===== src/rtl/mem_stage_if.sv =====
// Data-cache request bus between the MEM stage (master) and the dcache (slave).
interface mem_stage_if #(
    parameter int unsigned XLEN = 64
);
    logic            dc_req_valid;
    logic            dc_req_ready;
    logic [XLEN-1:0] dc_addr;
    logic            dc_wen;
    logic [XLEN-1:0] dc_wdata;
    logic [7:0]      dc_wmask;
    logic [1:0]      dc_size;

    modport master (
        output dc_req_valid, dc_addr, dc_wen, dc_wdata, dc_wmask, dc_size,
        input  dc_req_ready
    );

    modport slave (
        input  dc_req_valid, dc_addr, dc_wen, dc_wdata, dc_wmask, dc_size,
        output dc_req_ready
    );
endinterface


===== src/rtl/mem_stage.sv =====
// EX->MEM->WB pipeline stage: issues dcache load/store requests and forwards payload to WB.
// Optional MEM_PERF_CNT_EN adds load/store/stall performance counters.
module mem_stage #(
    parameter int unsigned XLEN = 64,
    parameter int unsigned ILEN = 32
) (
    input  logic            clk,
    input  logic            rst,
    input  logic            ex_valid,
    output logic            mem_allowin,
    input  logic [XLEN-1:0] ex_pc,
    input  logic [ILEN-1:0] ex_inst,
    input  logic [XLEN-1:0] ex_ALUres,
    input  logic [XLEN-1:0] ex_R_rs2,
    input  logic [XLEN-1:0] ex_R_rs1,
    input  logic            ex_MemRd,
    input  logic            ex_MemWr,
    input  logic [2:0]      ex_MemOP,
    input  logic [1:0]      ex_Wdata_src,
    input  logic            ex_RegWr,
    input  logic            ex_IntrEn,
    mem_stage_if.master     dc,
    output logic            wb_valid,
    input  logic            wb_allowin,
    output logic [XLEN-1:0] wb_pc,
    output logic [ILEN-1:0] wb_inst,
    output logic [XLEN-1:0] wb_ALUres,
    output logic [XLEN-1:0] wb_R_rs1,
    output logic [2:0]      wb_MemOP,
    output logic [1:0]      wb_Wdata_src,
    output logic            wb_RegWr,
    output logic            wb_IntrEn,
    output logic            mem_misalign
`ifdef MEM_PERF_CNT_EN
    ,
    output logic [63:0]     perf_ld_cnt,
    output logic [63:0]     perf_st_cnt,
    output logic [63:0]     perf_stall_cnt
`endif
);

    logic            m_valid;
    logic [XLEN-1:0] m_pc;
    logic [ILEN-1:0] m_inst;
    logic [XLEN-1:0] m_alures;
    logic [XLEN-1:0] m_rs2;
    logic [XLEN-1:0] m_rs1;
    logic            m_memrd;
    logic            m_memwr;
    logic [2:0]      m_memop;
    logic [1:0]      m_wdata_src;
    logic            m_regwr;
    logic            m_intren;

    logic       is_mem;
    logic       addr_off;
    logic       misalign;
    logic       mem_ready_go;
    logic       transfer;
    logic [7:0] size_mask;

    always_comb begin
        addr_off  = 1'b0;
        size_mask = 8'h00;
        unique case (m_memop[1:0])
            2'd0: begin addr_off = |m_alures[2:0]; size_mask = 8'hFF; end
            2'd1: begin addr_off = |m_alures[1:0]; size_mask = 8'h0F; end
            2'd2: begin addr_off = m_alures[0];    size_mask = 8'h03; end
            2'd3: begin addr_off = 1'b0;           size_mask = 8'h01; end
        endcase
    end

    assign is_mem       = m_memrd | m_memwr;
    assign misalign     = is_mem & addr_off;
    assign mem_ready_go = ~is_mem | misalign | dc.dc_req_ready;
    assign transfer     = m_valid & mem_ready_go & wb_allowin;
    assign mem_allowin  = ~m_valid | (mem_ready_go & wb_allowin);
    assign mem_misalign = transfer & misalign;

    // Requests only go out when WB can take the instruction in the same cycle,
    // so dcache acceptance and the MEM->WB transfer always coincide.
    assign dc.dc_req_valid = m_valid & is_mem & ~misalign & wb_allowin;
    assign dc.dc_addr      = m_alures;
    assign dc.dc_wen       = m_memwr;
    assign dc.dc_wdata     = m_rs2 << {m_alures[2:0], 3'b000};
    assign dc.dc_wmask     = m_memwr ? (size_mask << m_alures[2:0]) : '0;
    assign dc.dc_size      = m_memop[1:0];

    always_ff @(posedge clk) begin
        if (rst) begin
            m_valid     <= 1'b0;
            m_pc        <= '0;
            m_inst      <= '0;
            m_alures    <= '0;
            m_rs2       <= '0;
            m_rs1       <= '0;
            m_memrd     <= 1'b0;
            m_memwr     <= 1'b0;
            m_memop     <= '0;
            m_wdata_src <= '0;
            m_regwr     <= 1'b0;
            m_intren    <= 1'b0;
        end else if (mem_allowin) begin
            m_valid <= ex_valid;
            if (ex_valid) begin
                m_pc        <= ex_pc;
                m_inst      <= ex_inst;
                m_alures    <= ex_ALUres;
                m_rs2       <= ex_R_rs2;
                m_rs1       <= ex_R_rs1;
                m_memrd     <= ex_MemRd;
                m_memwr     <= ex_MemWr;
                m_memop     <= ex_MemOP;
                m_wdata_src <= ex_Wdata_src;
                m_regwr     <= ex_RegWr;
                m_intren    <= ex_IntrEn;
            end
        end
    end

    // A dropped misaligned load gets no dcache response, so WB must not wait for one.
    always_ff @(posedge clk) begin
        if (rst) begin
            wb_valid     <= 1'b0;
            wb_pc        <= '0;
            wb_inst      <= '0;
            wb_ALUres    <= '0;
            wb_R_rs1     <= '0;
            wb_MemOP     <= '0;
            wb_Wdata_src <= '0;
            wb_RegWr     <= 1'b0;
            wb_IntrEn    <= 1'b0;
        end else if (transfer) begin
            wb_valid     <= 1'b1;
            wb_pc        <= m_pc;
            wb_inst      <= m_inst;
            wb_ALUres    <= m_alures;
            wb_R_rs1     <= m_rs1;
            wb_MemOP     <= (m_memrd & ~misalign) ? m_memop : 3'b000;
            wb_Wdata_src <= m_wdata_src;
            wb_RegWr     <= m_regwr & ~misalign;
            wb_IntrEn    <= m_intren;
        end else if (wb_allowin) begin
            wb_valid <= 1'b0;
        end
    end

`ifdef MEM_PERF_CNT_EN
    always_ff @(posedge clk) begin
        if (rst) begin
            perf_ld_cnt    <= '0;
            perf_st_cnt    <= '0;
            perf_stall_cnt <= '0;
        end else begin
            if (dc.dc_req_valid & dc.dc_req_ready & m_memrd)
                perf_ld_cnt <= perf_ld_cnt + 64'd1;
            if (dc.dc_req_valid & dc.dc_req_ready & m_memwr)
                perf_st_cnt <= perf_st_cnt + 64'd1;
            if (dc.dc_req_valid & ~dc.dc_req_ready)
                perf_stall_cnt <= perf_stall_cnt + 64'd1;
        end
    end
`endif

endmodule

===== src/flat_wrapper.sv =====
// flat-port wrapper written by rule: the top's interface ports become plain ports
module mem_stage_flat 
#(
    parameter int unsigned XLEN = 64,
    parameter int unsigned ILEN = 32
)
  (clk, rst, ex_valid, mem_allowin, ex_pc, ex_inst, ex_ALUres, ex_R_rs2, ex_R_rs1, ex_MemRd, ex_MemWr, ex_MemOP, ex_Wdata_src, ex_RegWr, ex_IntrEn, wb_valid, wb_allowin, wb_pc, wb_inst, wb_ALUres, wb_R_rs1, wb_MemOP, wb_Wdata_src, wb_RegWr, wb_IntrEn, mem_misalign, dc_dc_req_valid, dc_dc_addr, dc_dc_wen, dc_dc_wdata, dc_dc_wmask, dc_dc_size, dc_dc_req_ready);
  mem_stage_if #(.XLEN(XLEN)) dc_i ();
  input  logic clk;
  input  logic rst;
  input  logic ex_valid;
  output logic mem_allowin;
  input  logic [XLEN-1:0] ex_pc;
  input  logic [ILEN-1:0] ex_inst;
  input  logic [XLEN-1:0] ex_ALUres;
  input  logic [XLEN-1:0] ex_R_rs2;
  input  logic [XLEN-1:0] ex_R_rs1;
  input  logic ex_MemRd;
  input  logic ex_MemWr;
  input  logic [2:0] ex_MemOP;
  input  logic [1:0] ex_Wdata_src;
  input  logic ex_RegWr;
  input  logic ex_IntrEn;
  output logic wb_valid;
  input  logic wb_allowin;
  output logic [XLEN-1:0] wb_pc;
  output logic [ILEN-1:0] wb_inst;
  output logic [XLEN-1:0] wb_ALUres;
  output logic [XLEN-1:0] wb_R_rs1;
  output logic [2:0] wb_MemOP;
  output logic [1:0] wb_Wdata_src;
  output logic wb_RegWr;
  output logic wb_IntrEn;
  output logic mem_misalign;
  output wire logic [$bits(dc_i.dc_req_valid)-1:0] dc_dc_req_valid;
  output wire logic [$bits(dc_i.dc_addr)-1:0] dc_dc_addr;
  output wire logic [$bits(dc_i.dc_wen)-1:0] dc_dc_wen;
  output wire logic [$bits(dc_i.dc_wdata)-1:0] dc_dc_wdata;
  output wire logic [$bits(dc_i.dc_wmask)-1:0] dc_dc_wmask;
  output wire logic [$bits(dc_i.dc_size)-1:0] dc_dc_size;
  input wire logic [$bits(dc_i.dc_req_ready)-1:0] dc_dc_req_ready;
  assign dc_dc_req_valid = dc_i.dc_req_valid;
  assign dc_dc_addr = dc_i.dc_addr;
  assign dc_dc_wen = dc_i.dc_wen;
  assign dc_dc_wdata = dc_i.dc_wdata;
  assign dc_dc_wmask = dc_i.dc_wmask;
  assign dc_dc_size = dc_i.dc_size;
  assign dc_i.dc_req_ready = dc_dc_req_ready;
  mem_stage #(.XLEN(XLEN), .ILEN(ILEN)) u_core (.clk(clk), .rst(rst), .ex_valid(ex_valid), .mem_allowin(mem_allowin), .ex_pc(ex_pc), .ex_inst(ex_inst), .ex_ALUres(ex_ALUres), .ex_R_rs2(ex_R_rs2), .ex_R_rs1(ex_R_rs1), .ex_MemRd(ex_MemRd), .ex_MemWr(ex_MemWr), .ex_MemOP(ex_MemOP), .ex_Wdata_src(ex_Wdata_src), .ex_RegWr(ex_RegWr), .ex_IntrEn(ex_IntrEn), .dc(dc_i), .wb_valid(wb_valid), .wb_allowin(wb_allowin), .wb_pc(wb_pc), .wb_inst(wb_inst), .wb_ALUres(wb_ALUres), .wb_R_rs1(wb_R_rs1), .wb_MemOP(wb_MemOP), .wb_Wdata_src(wb_Wdata_src), .wb_RegWr(wb_RegWr), .wb_IntrEn(wb_IntrEn), .mem_misalign(mem_misalign));
endmodule

===== config.mk =====
export PLATFORM = sky130hd
export DESIGN_NAME = mem_stage_flat
export DESIGN_NICKNAME = d
export VERILOG_FILES = /design/src/rtl/mem_stage_if.sv /design/src/rtl/mem_stage.sv /design/src/flat_wrapper.sv
export SDC_FILE = /design/constraint.sdc
export NUM_CORES = 1
export LEC_CHECK = 0
export BUFFER_PORTS_ARGS = -buffer_cell sky130_fd_sc_hd__buf_2
export CELL_PAD_IN_SITES_DETAIL_PLACEMENT = 2
export CELL_PAD_IN_SITES_GLOBAL_PLACEMENT = 2
export CORE_UTILIZATION = 35
export DETAILED_ROUTE_END_ITERATION = 10
export GPL_ROUTABILITY_DRIVEN = 0
export MAX_ROUTING_LAYER = met4
export PLACE_DENSITY_LB_ADDON = 0.1
export SYNTH_ARGS = -nofsm -noshare
export SYNTH_HDL_FRONTEND = slang
export SYNTH_SLANG_ARGS = --single-unit

===== constraint.sdc =====
create_clock -name clk -period 4.9 [get_ports clk]
set_input_delay 0.245 -clock clk [delete_from_list [all_inputs] [get_ports clk]]
set_output_delay 0.245 -clock clk [all_outputs]
set_load 0.03 [all_outputs]

==> metrics.yaml, run 1 <==
die_y_um: 266
hold_viol: 0
track_usage: 0.267
yosys_warnings: 0
hold_buffers: 300
clockRootBuffer: "clkbuf_16"
crit_path_top_delay_cell: "dfxtp_4"
fin_crit_sh: 0.749
syn_avg_cell_area_um2: 10.3
portBuffers: 675
cap_violations: 0
die_w_um: 266
hp-class: "in2reg"
wl_um: 95700
path_cells: "buf_4 -> clkinv_1 -> buf_4 -> nor2_1 -> a21oi_1 -> o22ai_1 -> buf_2"
status: "finished clean"
tightest_slew_ns: 1.11
nets: 3544
synthArstFlopShare: 0
dieArea_mm2: 0.0708
cts_max_path_buffers: 3
grt_pass1_vias: 23184
grt_pass1_wl_um: 141000
critPathMaxStageDelay_ns: 0.61
final_common_cell: "nand2b_1"
grt_setup_unrepaired: "false"
cp-endpoint: "dc_dc_wdata[34]"
powerDensity_mw_per_mm2: 334
drv_slew: 0
synth_nets: 2676
met2_usage: 0.476
clock.fmax_mhz: 273
setup_viol: 0
finalCriticalPeriod_ns: 3.67
total_power_uw: 11000
worst_ep_arrival_time_ns: 3.42
skew_ns: 0.0262
core_mm2: 0.0688
hold_slack_ns: 0.171
vias: 20394
grt_util_met3: 0.0706
gr-total-overflow: 0
cts_tree: "built"
synth_top_area_frac: 0.435
r2r-start: "u_core.dc.dc_addr[0]"
netlist_instances: 2374
antenna_left: 0
drc_errors: 0
syn_area_mm2: 0.0244
cts_sinks: 530
grt_max_degree: 220
crit_fanout: 42
clk_latency_ns: 0.63
synth_area_leaders: "dfxtp_1 43%, mux2i_1 24%, nand2b_1 21%"
rows: 96
final_area_mm2: 0.0329
htreeDepth: 2
reg2reg_depth: 5
ys_ff_latch: 530
met1_usage: 0.273
post-dp-hpwl_um: 61800
synth_cell_types: 34
cts_setup_buffers: 0
wl_per_cell_um: 22.6
first_iter_violations: 861
top_usage_layer: "met2"
r2r_setup_slack_ns: 1.97
critPathKind: "reg2out"
crit_top_cell: "buf_4"
synth_seq_area_share: 0.435
synth_edf_count: 0
required_ns: 4.66
cp-startpoint: "u_core.dc.dc_addr[0]"
r2r-end: "u_core.m_pc[59]"
viasPerCell: 4.82
worst_ir_drop_vdd_v: 0.000274
mostFrequentLayoutCells: "829 x nand2b_1, 674 x buf_2, 591 x mux2i_1, 527 x dfxtp_1, 300 x dlygate4sd3_1"
path_clk_slew_ns: 0.06
drive_above_1_share: 0.247
tns_ns: 0
setup.worst_path.end_class: "primary output"
num_io_pins: 676
slew_headroom: 0.260
antenna_found_initial: 16
start_util: 0.354
firstDrtPassIters: 4
placed_cell_area_mm2: 0.0279
crit_path_start_kind: "flop"
cts-resized-gates: 0
synth_flop_cell: "dfxtp_1"
synth_top_area_cell: "dfxtp_1"
syn_to_final_growth_pct: 34.9
cts_buffers: 61
p_leak_uw: 0.0144
-- worst min-delay path by stage --
stage | cells after the start | slack [ns] | startpoint | to
finish | 4 | 0.17 | ex_valid | u_core.m_rs2[56]
global route | 4 | 0.18 | ex_valid | u_core.m_rs2[56]
CTS | 4 | 0.13 | ex_valid | u_core.m_rs2[56]
detailed placement | 2 | 0.46 | u_core.wb_ALUres[14] | u_core.wb_ALUres[14]
global placement | 2 | 0.45 | u_core.wb_pc[16] | u_core.wb_pc[16]
floorplan | 1 | 0.36 | wb_allowin | u_core.m_valid
-- critical path: cells and delay by family (launching register included) --
kind	cells	cell delay, ns
buffers and inverters	4	1.24
flip-flops	1	0.61
AO/OA/AOI/OAI	2	0.39
AND/OR/NAND/NOR	1	0.52
-- synthesized netlist by cell type, types with 2 or more instances --
library cell	number
nand2b_1	829
mux2i_1	591
dfxtp_1	530
clkbuf_1	110
nor2_1	56
a21oi_1	37
nand2_1	28
mux2_2	24
o21ai_0	23
buf_12	22
buf_4	18
buf_6	18
o22ai_1	16
and2_1	10
buf_2	9
nor2b_1	9
o2bb2ai_1	8
buf_1	7
buf_8	4
inv_1	3
nand4b_1	3
a21o_1	2
a221oi_1	2
a311oi_1	2
and3_1	2
nor3_1	2
nor3b_1	2
-- report_power, final --
group	switching, uW	internal [uW]
combinational	1010	773
sequential	143	4520
clock	1920	2650
-- layout make-up --
class	instances	area, um^2
fillers	7212	35900
multi-input cells	1652	12500
flip-flops and latches	530	10600
repair buffers	993	6650
clock buffers	93	1790
well taps	931	1160
clock inverters	13	176
diodes	19	47.5
inverters	4	15.0
-- per-layer routing --
layer / vias up / wire (um) / part of all wire
met3: 202 / 6010 / 0.063
met2: 552 / 48800 / 0.51
li1: 9575 / - / -
met1: 10065 / 36400 / 0.38
met5: - / 0 / 0
met4: 0 / 4520 / 0.047
-- cell families after synthesis --
| family | Yosys count | synth area share |
|---|---|---|
| muxes | 615 | 0.254 |
| and+or+nand+nor | 943 | 0.234 |
| buffers and inverters | 192 | 0.0548 |
| AOI/OAI and AO/OA | 94 | 0.0232 |
| DFF | 530 | 0.435 |
-- sequential cells by signal (all words and copies together) (netlist names), 2 cells and up --
signal               flops
u_core.m_pc             64
u_core.wb_Wdata_src      2
u_core.m_memop           3
u_core.wb_ALUres        64
u_core.wb_pc            64
u_core.m_rs1            64
u_core.dc.dc_addr       64
u_core.wb_inst          32
u_core.m_wdata_src       2
u_core.m_rs2            64
u_core.wb_MemOP          3
u_core.wb_R_rs1         64
u_core.m_inst           32
-- metrics by stage --
step	instances	setup slack (ns)	util
5_1_grt	4232	0.990	0.478
3_3_place_gp	3810	1.99	0.406
4_1_cts	4216	1.25	0.478
6_report	4235	1.23	0.478
3_5_place_dp	3810	1.95	0.406
2_1_floorplan	2374	2.43	-
No activity file was read; power rests on OpenSTA's default activity.
==> run 2: changes to the inputs <==
--- a/config.mk
+++ b/config.mk
@@ -8,7 +8,7 @@
 export BUFFER_PORTS_ARGS = -buffer_cell sky130_fd_sc_hd__buf_2
 export CELL_PAD_IN_SITES_DETAIL_PLACEMENT = 2
 export CELL_PAD_IN_SITES_GLOBAL_PLACEMENT = 2
-export CORE_UTILIZATION = 35
+export CORE_UTILIZATION = 29
 export DETAILED_ROUTE_END_ITERATION = 10
 export GPL_ROUTABILITY_DRIVEN = 0
 export MAX_ROUTING_LAYER = met4
==> constraint.sdc (replaced) <==
create_clock -name clk -period 3.05 [get_ports clk]
set_input_delay 0.1525 -clock clk [delete_from_list [all_inputs] [get_ports clk]]
set_output_delay 0.1525 -clock clk [all_outputs]
set_load 0.03 [all_outputs]
==> metrics.yaml, run 2 (synthesized netlist as in run 1, its figures left out) <==
r2r-start: "u_core.m_memop[0]"
setup.worst_path.end_class: "primary output"
mostFrequentLayoutCells: "829 x nand2b_1, 674 x buf_2, 591 x mux2i_1, 527 x dfxtp_1, 301 x dlygate4sd3_1"
finalCriticalPeriod_ns: 2.88
nets: 3577  # +0.93%
syn_to_final_growth_pct: 37.8
seqPwrFrac: 0.405  # -0.018
critPathKind: "reg2out"
crit_path_top_delay_cell: "buf_4"
tightest_slew_ns: 0.756  # -0.353 ns
swShare: 0.275  # -0.00360
holdPathStages: 2  # -2
track_usage: 0.218  # -0.0486
path_clk_slew_ns: 0.06  # about the same
wl_per_cell_um: 21.2  # -6.3%
final_common_cell: "nand2b_1"
clockPowerShare: 0.438  # +0.023
path_delay_family: "buffers and inverters"
post-dp-hpwl_um: 66300  # +7.4%
grt_setup_unrepaired: "false"
firstDrtPassIters: 6  # +2
cts_max_path_buffers: 3  # unchanged
powerDensity_mw_per_mm2: 548  # +64%
wl_um: 93700  # -2.2%
critPathMaxStageDelay_ns: 0.39  # -0.22 ns
viasPerCell: 4.58  # -4.9%
setup_viol: 0  # unchanged
die_w_um: 292  # +9.8%
p_comb_frac: 0.157  # -0.005
drc_errors: 0  # unchanged
cts_buffers: 68  # +11%
slew_headroom: 0.496  # +0.235
final_util: 0.403  # -0.0753
hold_path_end: "u_core.wb_valid"
timing.critical_path.buf_inv: 4  # unchanged
fin_crit_sh: 0.945
gr-total-overflow: 0  # unchanged
grt_max_degree: 127  # -42%
worst_slack_ns: 0.168  # -1.06 ns
drive_above_1_share: 0.256  # +0.00944
path_cells: "buf_4 -> clkinv_1 -> buf_4 -> nand2_1 -> nand2_1 -> a221oi_1 -> buf_2"
p_int_uw: 13400  # +68%
skew_ns: 0.0256  # -0.000605 ns
p_leak_uw: 0.0147  # +2.0%
cts_tree: "built"
cts_sinks: 530  # unchanged
cap_violations: 0  # unchanged
worst_ir_drop_vdd_v: 0.000351  # +28%
grt_pass1_vias: 22618  # -2.4%
clockRootBuffer: "clkbuf_16"
dieArea_mm2: 0.0853  # +21%
core_mm2: 0.0834  # +21%
placed_cells: 3984  # +4.6%
drv_slew: 0  # unchanged
portBuffers: 675  # unchanged
fin_cells: 4423  # +4.4%
die_y_um: 292  # +9.8%
num_io_pins: 676  # unchanged
hp-start: "rst"
clk_latency_ns: 0.61  # -0.02 ns
hold_viol: 0  # unchanged
antenna_found_initial: 18  # +2
clock.fmax_mhz: 347
pre_cts_ws_ns: 0.675  # -1.28 ns
crit_path_start_kind: "flop"
first_iter_violations: 582  # -32%
status: "finished clean"
reg2reg_depth: 6  # +1
htreeDepth: 3  # +1
antenna_left: 0  # unchanged
vias: 20258  # -0.67%
grt_pass1_wl_um: 138000  # -1.7%
cts_setup_buffers: 0  # unchanged
power_switching_uw: 5070  # +65%
worst_ep_arrival_time_ns: 2.73  # -0.69 ns
required_ns: 2.90  # -1.76 ns
tns_ns: 0  # unchanged
r2r-end: "u_core.dc.dc_addr[52]"
hold_slack_ns: 0.0602  # -0.111 ns
start_util: 0.292  # -0.0620
crit_fanout: 45  # +7.1%
r2r_setup_slack_ns: 0.73  # -1.24 ns
rows: 106  # +10%
hp-class: "in2reg"
[run 2: worst max path at each step]
stage,to,slack [ns],start,cells after the start
6_report,dc_dc_wmask[5],0.17,u_core.dc.dc_addr[0],7
5_1_grt,dc_dc_wdata[55],0.01,u_core.dc.dc_addr[0],6
4_1_cts,dc_dc_wmask[6],0.02,u_core.dc.dc_addr[2],5
3_5_place_dp,dc_dc_wmask[6],0.68,u_core.dc.dc_addr[2],5
3_3_place_gp,dc_dc_wmask[6],0.70,u_core.dc.dc_addr[2],5
2_1_floorplan,dc_dc_wdata[53],0.67,u_core.dc.dc_addr[0],5
[run 2: cell type report]
class	count	area [um^2]
fillers	8982	49800
well taps	1080	1350
diodes	19	47.5
inverters	4	15.0
clock buffers	103	2020
flip-flops and latches	530	10600
repair buffers	1019	6920
clock inverters	16	185
multi-input cells	1652	12500
[run 2: power by group through the flow]
stage	clock network, uW	registers [uW]	logic, uW
final	8070	7480	2890
after global routing	8590	7510	3090
after CTS	8340	7480	2930
after detailed placement	0	7620	2580
after global placement	0	7610	2520
after floorplan	0	7760	1600
[run 2: layer usage]
layer	vias up	part of all wire	global-route usage
li1	9672	-	-
met1	9906	0.40	0.230
met2	511	0.50	0.381
met3	169	0.062	0.0593
met4	0	0.042	0.0965
met5	-	0	-
[run 2: metrics by stage]
step | total power, uW | instance area (um^2)
detailed placement | 10200 | 28300
global placement | 10100 | 28300
CTS | 18700 | 33600
floorplan | 9360 | 24400
finish | 18400 | 33600
global route | 19200 | 33600
[run 2: timing repair]
item / CTS / global route
endpoints found under the hold margin: 300 / 0
hold buffers: 301 / 0
gates resized for setup: 0 / 2
setup endpoints to repair: 0 / 9
